### src/rtl/amm_cmd_driver.sv
// ============================================================================
// Module   : amm_cmd_driver
// Brief    : Turns one accepted transaction into an Avalon-MM master burst:
//            a write burst with generated data/byteenables, or a single read
//            command. Optional LFSR write data when AMM_CMD_DRIVER_RND_DATA_EN
//            is defined; otherwise write data is the replicated byte pattern.
// Revision : 1.0 - initial release
// ============================================================================
`default_nettype none

module amm_cmd_driver #(
    parameter int AMM_DATA_W    = 128,
    parameter int AMM_ADDR_W    = 12,
    parameter int AMM_BURST_W   = 11,
    parameter int BYTE_PER_WORD = AMM_DATA_W / 8,
    parameter int BYTE_ADDR_W   = $clog2(BYTE_PER_WORD),
    parameter int ADDR_W        = AMM_ADDR_W - BYTE_ADDR_W
) (
    input  logic                     clk_i,
    input  logic                     rst_i,
    input  logic                     start_test_i,
    input  logic                     operation_valid_i,
    input  logic                     operation_type_i,
    input  logic [ADDR_W-1:0]        word_address_i,
    input  logic [AMM_BURST_W-1:0]   word_burst_count_i,
    input  logic [BYTE_ADDR_W-1:0]   start_offset_i,
    input  logic [BYTE_ADDR_W-1:0]   end_offset_i,
    input  logic [7:0]               data_pattern_i,
    output logic                     cmd_accept_ready_o,
    output logic                     busy_o,
    output logic [AMM_ADDR_W-1:0]    amm_address_o,
    output logic                     amm_read_o,
    output logic                     amm_write_o,
    output logic [AMM_DATA_W-1:0]    amm_writedata_o,
    output logic [BYTE_PER_WORD-1:0] amm_byteenable_o,
    output logic [AMM_BURST_W-1:0]   amm_burstcount_o,
    input  logic                     amm_waitrequest_i
);

    localparam int                       c_lanes     = AMM_DATA_W / 32;
    localparam logic [AMM_BURST_W-1:0]   c_burst_one = AMM_BURST_W'(1);
    localparam logic [BYTE_ADDR_W-1:0]   c_max_off   = BYTE_ADDR_W'(BYTE_PER_WORD - 1);
    localparam logic [BYTE_PER_WORD-1:0] c_all_bytes = '1;

    typedef enum logic [1:0] {
        S_IDLE     = 2'd0,
        S_WR_BURST = 2'd1,
        S_RD_CMD   = 2'd2
    } state_t;

    state_t                   r_state;
    logic [AMM_ADDR_W-1:0]    r_address;
    logic [AMM_BURST_W-1:0]   r_burstcount;
    logic [AMM_BURST_W-1:0]   r_beat_cnt;
    logic                     r_read;
    logic                     r_write;
    logic [AMM_DATA_W-1:0]    r_writedata;
    logic [BYTE_PER_WORD-1:0] r_byteenable;
    logic [BYTE_ADDR_W-1:0]   r_end_off;

    logic                     w_accept;
    logic                     w_beat_done;
    logic                     w_last_beat;
    logic                     w_next_is_last;
    logic [AMM_BURST_W-1:0]   w_burst_in;
    logic [AMM_DATA_W-1:0]    w_gen_data;
    logic [AMM_DATA_W-1:0]    w_beat_data;

    // Bytes from the start offset up to the top of the word
    function automatic logic [BYTE_PER_WORD-1:0] f_first_mask(input logic [BYTE_ADDR_W-1:0] off);
        return c_all_bytes << off;
    endfunction

    // Bytes from the bottom of the word up to the end offset
    function automatic logic [BYTE_PER_WORD-1:0] f_last_mask(input logic [BYTE_ADDR_W-1:0] off);
        return c_all_bytes >> (c_max_off - off);
    endfunction

    assign cmd_accept_ready_o = (r_state == S_IDLE);
    assign busy_o             = !cmd_accept_ready_o;
    assign w_accept           = operation_valid_i && cmd_accept_ready_o;
    // A zero burst count still moves one word
    assign w_burst_in         = (word_burst_count_i == '0) ? c_burst_one : word_burst_count_i;
    assign w_beat_done        = r_write && !amm_waitrequest_i;
    assign w_last_beat        = (r_beat_cnt == (r_burstcount - c_burst_one));
    assign w_next_is_last     = ((r_beat_cnt + c_burst_one) == (r_burstcount - c_burst_one));

`ifdef AMM_CMD_DRIVER_RND_DATA_EN
    localparam logic [31:0] c_lfsr_seed = 32'hFFFF_FFFF;
    localparam logic [31:0] c_lfsr_taps = 32'h8020_0003;   // x^32+x^22+x^2+x+1

    logic [31:0] r_lfsr;
    logic [31:0] w_lfsr_step;
    logic [31:0] w_lfsr_upd;
    logic        w_unused_pattern;

    assign w_unused_pattern = |data_pattern_i;
    assign w_lfsr_step      = {1'b0, r_lfsr[31:1]} ^ ({32{r_lfsr[0]}} & c_lfsr_taps);
    // Reseed wins; otherwise advance only when a write beat is taken
    assign w_lfsr_upd       = start_test_i ? c_lfsr_seed :
                              (w_beat_done ? w_lfsr_step : r_lfsr);
    assign w_gen_data       = {c_lanes{w_lfsr_upd}};
    assign w_beat_data      = w_gen_data;

    // LFSR state register
    always_ff @(posedge clk_i or negedge rst_i) begin
        if (!rst_i) begin
            r_lfsr <= c_lfsr_seed;
        end else begin
            r_lfsr <= w_lfsr_upd;
        end
    end
`else
    logic w_unused_start;

    assign w_unused_start = start_test_i;
    assign w_gen_data     = {BYTE_PER_WORD{data_pattern_i}};
    // Pattern data is constant for the whole burst
    assign w_beat_data    = r_writedata;
`endif

    // Command FSM with registered Avalon outputs
    always_ff @(posedge clk_i or negedge rst_i) begin
        if (!rst_i) begin
            r_state      <= S_IDLE;
            r_address    <= '0;
            r_burstcount <= '0;
            r_beat_cnt   <= '0;
            r_read       <= 1'b0;
            r_write      <= 1'b0;
            r_writedata  <= '0;
            r_byteenable <= '0;
            r_end_off    <= '0;
        end else begin
            case (r_state)
                S_IDLE: begin
                    if (w_accept) begin
                        r_address    <= {word_address_i, {BYTE_ADDR_W{1'b0}}};
                        r_burstcount <= w_burst_in;
                        r_beat_cnt   <= '0;
                        r_end_off    <= end_offset_i;
                        if (operation_type_i) begin
                            r_read       <= 1'b1;
                            r_byteenable <= c_all_bytes;
                            r_state      <= S_RD_CMD;
                        end else begin
                            r_write      <= 1'b1;
                            r_writedata  <= w_gen_data;
                            r_byteenable <= (w_burst_in == c_burst_one) ?
                                            (f_first_mask(start_offset_i) & f_last_mask(end_offset_i)) :
                                            f_first_mask(start_offset_i);
                            r_state      <= S_WR_BURST;
                        end
                    end
                end
                S_WR_BURST: begin
                    if (w_beat_done) begin
                        if (w_last_beat) begin
                            r_write <= 1'b0;
                            r_state <= S_IDLE;
                        end else begin
                            r_beat_cnt   <= r_beat_cnt + c_burst_one;
                            r_writedata  <= w_beat_data;
                            r_byteenable <= w_next_is_last ? f_last_mask(r_end_off) : c_all_bytes;
                        end
                    end
                end
                S_RD_CMD: begin
                    if (!amm_waitrequest_i) begin
                        r_read  <= 1'b0;
                        r_state <= S_IDLE;
                    end
                end
                default: r_state <= S_IDLE;
            endcase
        end
    end

    assign amm_address_o    = r_address;
    assign amm_burstcount_o = r_burstcount;
    assign amm_read_o       = r_read;
    assign amm_write_o      = r_write;
    assign amm_writedata_o  = r_writedata;
    assign amm_byteenable_o = r_byteenable;

endmodule

`default_nettype wire

### config.mk
export PLATFORM = sky130hd
export DESIGN_NAME = amm_cmd_driver
export DESIGN_NICKNAME = d
export VERILOG_FILES = /design/src/rtl/amm_cmd_driver.sv
export SDC_FILE = /design/constraint.sdc
export NUM_CORES = 1
export LEC_CHECK = 0
export CAP_MARGIN = 10
export CORE_ASPECT_RATIO = 0.6
export CORE_UTILIZATION = 30
export DETAILED_ROUTE_END_ITERATION = 8
export GPL_TIMING_DRIVEN = 1
export MAX_ROUTING_LAYER = met4
export PLACE_DENSITY = 0.67
export SETUP_SLACK_MARGIN = 0.15
export SKIP_CTS_REPAIR_TIMING = 1
export SYNTH_ARGS = -nofsm -noshare
export SYNTH_HDL_FRONTEND = slang
export SYNTH_SLANG_ARGS = --single-unit
export TNS_END_PERCENT = 20
### constraint.sdc
create_clock -name clk_i -period 4.2 [get_ports clk_i]
set_clock_uncertainty 0.15 [all_clocks]
set_input_delay 0.84 -clock clk_i [delete_from_list [all_inputs] [get_ports clk_i]]
set_output_delay 0.84 -clock clk_i [all_outputs]
set_load 0.01 [all_outputs]
== Yosys cells after proc, flatten, opt, wreduce, memory -nomap -nowiden ==
Cells that the tools add are included.
Word-level totals
  register bits: 182
  output and inout bits: 171
  logic and storage cells: 71
Operators by class
  mux-type cells: 27
  add/subtract/negate cells: 4
  shift-type cells: 3
  reductions and logical operators: 14
  bitwise operators: 2
  equal/unequal tests: 12
Operators by type and width (number)
  16-bit 2-to-1 mux: 6
  11-bit 2-to-1 mux: 4
  16-bit one-hot mux with 2 select lines: 1
  16-bit by 4-bit >> shifter with 16-bit output (first input constant): 2
  11-bit equality test: 2
  11-bit one-hot mux with 2 select lines: 1
  16-bit AND: 1
  16-bit by 4-bit left shift with 16-bit output (first input constant): 1
  2-bit != test (second input constant): 6
  4-bit AND reduction: 3
  11-bit by 1-bit adder with 11-bit output (second input constant): 1
  11-bit by 1-bit equality test with 1-bit output (second input constant): 1
  11-bit logical NOT: 1
  11-bit by 1-bit subtractor with 11-bit output (second input constant): 1
  2-bit 2-to-1 mux: 5
  4-bit subtractor (first input constant): 2
  1-bit 2-to-1 mux: 7
  2-bit one-hot mux with 3 select lines: 1
  5-bit AND reduction: 1
  1-bit one-hot mux with 2 select lines: 2
  2-bit nonzero test: 2
  3-bit AND reduction: 1
  2-bit by 1-bit equality test with 1-bit output (second input constant): 1
  2-bit equality test (second input constant): 1
  6 further kinds: 8

== Longest topological paths before layout ==
  depth after elaboration: 7
  depth in mapped cells: 13

== Worst setup path before layout ==
OpenSTA, ideal clock, no wires.
  kind: register to register
  start: register r_burstcount[0] (netlist: amm_burstcount_o[0])
  end: register r_byteenable[1] (netlist: amm_byteenable_o[1])
  stages on the path, launching flop included: 13
  arrival: 2.716 ns
  period minus slack after synthesis: 3.001 ns
  path slack: 1.199 ns
  cell sequence: dfrtp_1 clkbuf_1 inv_1 ha_1 or4b_4 buf_6 nor4_4 xnor3_1 nand4_1 nor2_1 and4_4 nor3b_4 a21oi_1
Between the ends
  cells in the longest elaborated chain, start to end: 6
Ends and longest elaborated chain
  start: declaration: RTL line 53  | logic [AMM_BURST_W-1:0] r_burstcount;
  start signal: assignment: RTL line 139  | r_burstcount <= w_burst_in;
  11-bit by 1-bit subtractor with 11-bit output *: RTL line 85, 86
  11-bit equality test: RTL line 86  | assign w_next_is_last = ((r_beat_cnt + c_burst_one) == (r_burstcount - c_burst_one));
  16-bit 2-to-1 mux: RTL line 164  | r_byteenable <= w_next_is_last ? f_last_mask(r_end_off) : c_all_bytes;
  16-bit 2-to-1 mux: RTL line 158  | if (w_last_beat) begin
  16-bit 2-to-1 mux: RTL line 157  | if (w_beat_done) begin
  16-bit one-hot mux with 2 select lines: RTL line 135  | case (r_state)
  end signal: assignment: RTL line 144  | r_byteenable <= c_all_bytes;
  end signal: assignment: RTL line 149  | r_byteenable <= (w_burst_in == c_burst_one) ?
  end signal: assignment: RTL line 164
  end: declaration: RTL line 58  | logic [BYTE_PER_WORD-1:0] r_byteenable;
Every way passes the cells marked *; elsewhere a longest branch is shown, timed or not. The select of a mux whose other input is x is not followed.
A chain may end at the register's enable or synchronous reset.

== Worst setup path in the final report ==
  start: register r_burstcount[0] (netlist: amm_burstcount_o[0])
  end: register r_byteenable[6] (netlist: amm_byteenable_o[6])
Same word-level chain as after synthesis.

==> key figures <==
STA
  • RSZ-0062 raised after global routing: no
  • Max_slew headroom: 0.329
  • Final Hold Vio Count: 0
  • Slew @ Worst Pin: 1.01 ns
  • Fmax: between 200 and 300 MHz
  • Setup_tns: 0 ns
  • Final Cycle Share: 0.832
  • Final Setup Violations: 0
  • Minimum clock period: ~3.5 ns
  • Count of pins over their slew limit: 0
  • Final WS setup: 0.706 ns
  • Final hold slack: 0.326 ns

Synthesis
  • Seq cells post-synth: 62
  • Post-Synthesis Cells: 596
  • Yosys top cell by area: dfrtp_1
  • Post-Synth Adder-Cell Area: 0.00517
  • Simple-gate area share of the yosys netlist: 0.214
  • Yosys cell types: 70
  • Synth Area in Compound Gates: 0.162
  • Synth warn: 0
  • Count leader, synth: buf_4
  • Ys flop type: dfrtp_1
  • Area contributors post-synth: dfrtp_1 32%, buf_4 20%, nand2_1 8.4%, xnor2_1 3.1%, nor2_1 2.6%
  • Syn Std Cell Area: 0.00484 sq mm
  • Synth top cells by count: 127 x buf_4, 108 x nand2_1, 62 x dfrtp_1, 34 x nor2_1, 25 x clkbuf_1
  • Synthesized area per cell: 8.13 sq um
  • Post-synth top area share: 0.320
  • Largest family of logic cells by synthesized area: buffers and inverters
  • Post-synth EDFFs: 0
  • Synth Area in XOR/XNOR: 0.0509
  • Async S/R FF share, synth: 1.00
  • Post-synthesis mux area share: 0.00413
  • Sequential cell area fraction in the yosys report: 0.320

Layout
  • Fill count: 1531
  • Layout cells sized above 1: 0.0627
  • Post-layout util: 0.412
  • Antenna diode count: 0
  • Final nets: 708
  • Cell Count, Final, Fillers Out: ~870
  • Design area: 0.00640 sq mm
  • Area grow syn2layout: 32.2%

Floorplan
  • Core Area: 0.0155 sq mm
  • Initial Util: 0.312
  • Cell row count: 35
  • # IOs: 212
  • Die width: 166 um
  • Die ar.: 0.0167 sq mm
  • Die Ht: between 100 and 150 um

Pwr
  • Clock share of power: 0.143
  • VDD IR max: 0.000272 V
  • Reg power frac: 0.256
  • Net Switching: 1.99 mW
  • Total chip power: about 4.8 mW
  • Cell internal pwr: 2.83 mW
  • Combinational share of power: 0.601
  • Sw frac: 0.413
  • Pwr/cell area: 754 mW/mm^2
  • P_leak: 2.59 nW

Route
  • Post-route ant nets: 0
  • DRT Wirelength: 13200 um
  • Routed vias/inst: around 4.8
  • WL/cell: 15.1 um
  • Pre-Repair DR Iteration Count: 7
  • Via count: 4177
  • DRT iter0 DRCs: between 200 and 300
  • Drc violations: 19

Clock network
  • CTS tree: yes
  • Clock transition at path regs: 0.06 ns
  • CTS buffer count: 9
  • Worst-Skew Late Latency: 0.34 ns
  • Clock tree buffer depth: 2
  • CTS sink count: 62
  • H-tree Lvls: 3
  • Clock root buffer: clkbuf_16

Setup path
  • Critical Path AT: 3.54 ns
  • CP endpoint kind: flip-flop
  • Kind of critical path: reg2reg
  • Critical Path RT: 4.25 ns
  • CP Launch Type: flip-flop
  • Critical path fanouts, max: 9

Outcome
  • Violated checks: DRC
  • Status: finished, violations left

Placed design
  • Detailed Place HPWL: ~10000 um
  • GPL Wtd Cong: 0.887
  • Place WS: 0.755 ns
  • PortBufs: 206
  • Post-DP Area: 0.00612 sq mm
  • DP Cell Count: 857

Global route
  • Largest net degree at the start of global routing: 45
  • GR Util All Layers: 0.162
  • Initial antenna violation count: 0
  • Vias in the first global route: 3723
  • First-pass GRT wire length: 20600 um
  • Grt ovf: 0

Worst hold path
  • HP Class: reg2reg

Job
  • MaxCap Viol Count: 0
## critical path, stage by stage, from the launching register on
cell and delay, ns:
dfrtp_1 0.49, inv_1 0.13, ha_1 0.27, nor4b_1 0.71, o21ai_0 0.22, a211oi_1 0.32
o21ai_2 0.12, o2111ai_4 0.14, nand2_4 0.16, nor3b_4 0.50, a21oi_1 0.15
## layer usage
metal	global-route usage	wire length, um	vias up
li1	-	-	2034
met1	0.238	6640	1923
met2	0.219	5310	212
met3	0.0426	1180	8
met4	0.0302	81	0
met5	-	0	-
## flip-flops by register name, summed over array words and instances (netlist names)
name,flops
amm_address_o,8
amm_burstcount_o,11
amm_byteenable_o,16
amm_read_o,1
amm_write_o,1
amm_writedata_o,8
r_beat_cnt,11
r_end_off,4
r_state,2
## worst paths after layout
kind / from / endpoint / slack [ns] / cells after the start
worst min register to register: amm_address_o[5]$_DFFE_PN0P_ / amm_address_o[5]$_DFFE_PN0P_ / 0.33 / 2
min in group asynchronous: rst_i / amm_byteenable_o[6]$_DFFE_PN0P_ / 0.52 / 1
worst max-delay path: amm_burstcount_o[0]$_DFFE_PN0P_ / amm_byteenable_o[6]$_DFFE_PN0P_ / 0.71 / 10
worst min-delay path: amm_address_o[5]$_DFFE_PN0P_ / amm_address_o[5]$_DFFE_PN0P_ / 0.33 / 2
max in group asynchronous: rst_i / amm_writedata_o[119]$_DFFE_PN0P_ / 2.52 / 2
worst max register to register: amm_burstcount_o[0]$_DFFE_PN0P_ / amm_byteenable_o[6]$_DFFE_PN0P_ / 0.71 / 10
## cell usage in the layout (no fill, tap or decap), types with 5 or more instances in the layout
master / count
nand2b_1: 7
o21ai_1: 13
nor2_1: 34
clkdlybuf4s50_1: 205
nand2_1: 108
nand3_1: 12
a21oi_1: 23
o21ai_0: 13
nand4_1: 5
nor3_1: 10
or3_1: 5
o2bb2ai_1: 8
a211oi_1: 6
buf_4: 7
dfrtp_1: 62
inv_1: 22
clkbuf_16: 9
xnor2_1: 17
nor4_1: 7
a31oi_1: 7
xor2_1: 6
## kinds of logic (layout without fill, tap and decap cells)
| logic type | Yosys count | after routing |
|---|---|---|
| AOI/OAI and AO/OA | 109 | 109 |
| other | 1 | 4 |
| xor gates and xnor gates | 25 | 25 |
| adders and majority gates | 2 | 2 |
| DFF | 62 | 62 |
| muxes | 2 | 2 |
| buffers and inverters | 180 | 251 |
| and+or+nand+nor | 215 | 215 |
## power groups by stage
stage | clock network, mW | registers, mW | logic (mW)
final | 0.689 | 1.24 | 2.90
after global routing | 0.726 | 1.30 | 3.11
after CTS | 0.700 | 1.24 | 2.92
after floorplan | 0 | 1.13 | 2.09
after detailed placement | 0 | 1.24 | 2.91
after global placement | 0 | 1.23 | 2.89
## layout make-up
cell class                 count  area (sq um)  share of cell area
tap                          203           254              0.0397
multi-input combinational    357          2130               0.332
timing repair buffer         213          2110               0.330
clock buffer                  11           243              0.0379
sequential                    62          1550               0.242
inverter                      22          82.6              0.0129
clock inverter                 5          33.8             0.00528
(Power assumes the default switching activity.)
==> RTL edit: new RTL, same settings <==
The parameter `AMM_ADDR_W` goes from 12 to 13.
--- a/src/rtl/amm_cmd_driver.sv
+++ b/src/rtl/amm_cmd_driver.sv
@@ -12,3 +12,3 @@
     parameter int AMM_DATA_W    = 128,
-    parameter int AMM_ADDR_W    = 12,
+    parameter int AMM_ADDR_W    = 13,
     parameter int AMM_BURST_W   = 11,
Interface: changed (resized amm_address_o and word_address_i); port bits go from 212 to 214. The function was not compared with the original's and may differ.
==> RTL edit against the original RTL <==
  * Power grew 7.3%
  * Routed wire length rose by 0.14%
  * Non-clock buffer count increased by 3
  * Area after synthesis decreased by 1.8%
  * Sequential cell count is 1 higher
  * Largest cell class is now non-clock buffers
  * Sequential share of layout area is 0.48 points higher
  * Maximum frequency shrank 4.8%
  * Critical endpoint is now amm_byteenable_o[10]
  * Design area fell by 0.35%
  * Worst setup slack worse by 0.18 ns
==> RTL edit: results (changes against the original RTL) <==
synthAdderAreaFrac_pct: 0.526  # was 0.517%
worst-endpoint-arrival_ns: 3.70  # was 3.54 ns
post-dp-hpwl_um: 9690  # was 10000 um
synth-compound-area-share_pct: 16.2  # about the same
design_area_sq_um: 6380  # was 6400 sq um
outcome: "finished, final reports clean"  # was complete, but fails checks
finalWeightedCongestion: 0.945  # was 0.887
drt_iter0_markers: 281  # was 284
vdd.ir_drop.worst_v: 0.000296  # was 0.000272 V
hp-class: "in -> async"  # was reg -> reg
drive_gt1_share_pct: 7.73  # was 6.27%
grt_pass1_vias: 3782  # was 3723
stdcell_count: 850  # was 873
relSlewSlack_pct: 48.5  # was 32.9%
yosys.area_share.xor_xnor_pct: 6.26  # was 5.09%
synth.distinct_cells: 60  # was 70
cp_slowest_cell: "nor3_4"  # was nor4b_1
dp_slack_ns: 0.239  # was 0.755 ns
intPower_uw: 3060  # was 2830 uW
power.leakage_uw: 0.00253  # was 0.00259 uW
place_area_sq_um: 6070  # was 6120 sq um
ys_seq_area_share_pct: 33.1  # was 32.0%
cp_slowest_stage_delay_ns: 0.67  # was 0.71 ns
num_vias: 4169  # was 4177
grt_max_degree: 44  # was 45
synthTopCellsByArea: "dfrtp_1, buf_4, nand2_1"  # unchanged
[RTL edit: changes by cell type after synthesis, moves of 4 or more]
| cell | change |
|---|---|
| nor2_1 | -10 |
| a21o_1 | +11 |
| o2bb2ai_1 | -8 |
| nand3_1 | +6 |
| inv_1 | -16 |
| or4_1 | +5 |
| o21ai_1 | -13 |
| a21oi_1 | -9 |
| nand2b_1 | -4 |
| o31ai_1 | +8 |
| a21oi_2 | +9 |
| o32ai_1 | +8 |
[RTL edit: path summary, 6_finish.rpt]
path | start | end | slack (ns)
min reg2reg | amm_address_o[5] | amm_address_o[5] | 0.33
min in group clk_i | amm_address_o[5] | amm_address_o[5] | 0.33
max in group asynchronous | rst_i | amm_writedata_o[125] | 2.58
max reg2reg | amm_burstcount_o[0] | amm_byteenable_o[10] | 0.53
max | amm_burstcount_o[0] | amm_byteenable_o[10] | 0.53
min | rst_i | amm_address_o[5] | 0.31
[RTL edit: metal layers]
| metal | routed length, um | global-route usage, % | vias to the layer above |
|---|---|---|---|
| li1 | - | - | 1978 |
| met1 | 6190 | 22.1 | 1985 |
| met2 | 5810 | 23.9 | 186 |
| met3 | 1060 | 5.25 | 20 |
| met4 | 168 | 4.59 | 0 |
| met5 | 0 | - | - |
[RTL edit: power groups by stage]
stage	combinational, uW	clock, uW	sequential [uW]
after floorplan	2210	0	1200
after global placement	3090	0	1280
after detailed placement	3110	0	1300
after CTS	3120	803	1300
after global routing	3360	824	1360
final	3110	777	1290
[RTL edit: cell type report]
type                       count  share of cell area, %
clock buffer                   9                   3.53
clock inverter                 7                   1.24
inverter                       6                  0.353
multi-input combinational    346                   32.7
sequential                    63                   24.7
tap                          203                   3.98
timing repair buffer         216                   33.5
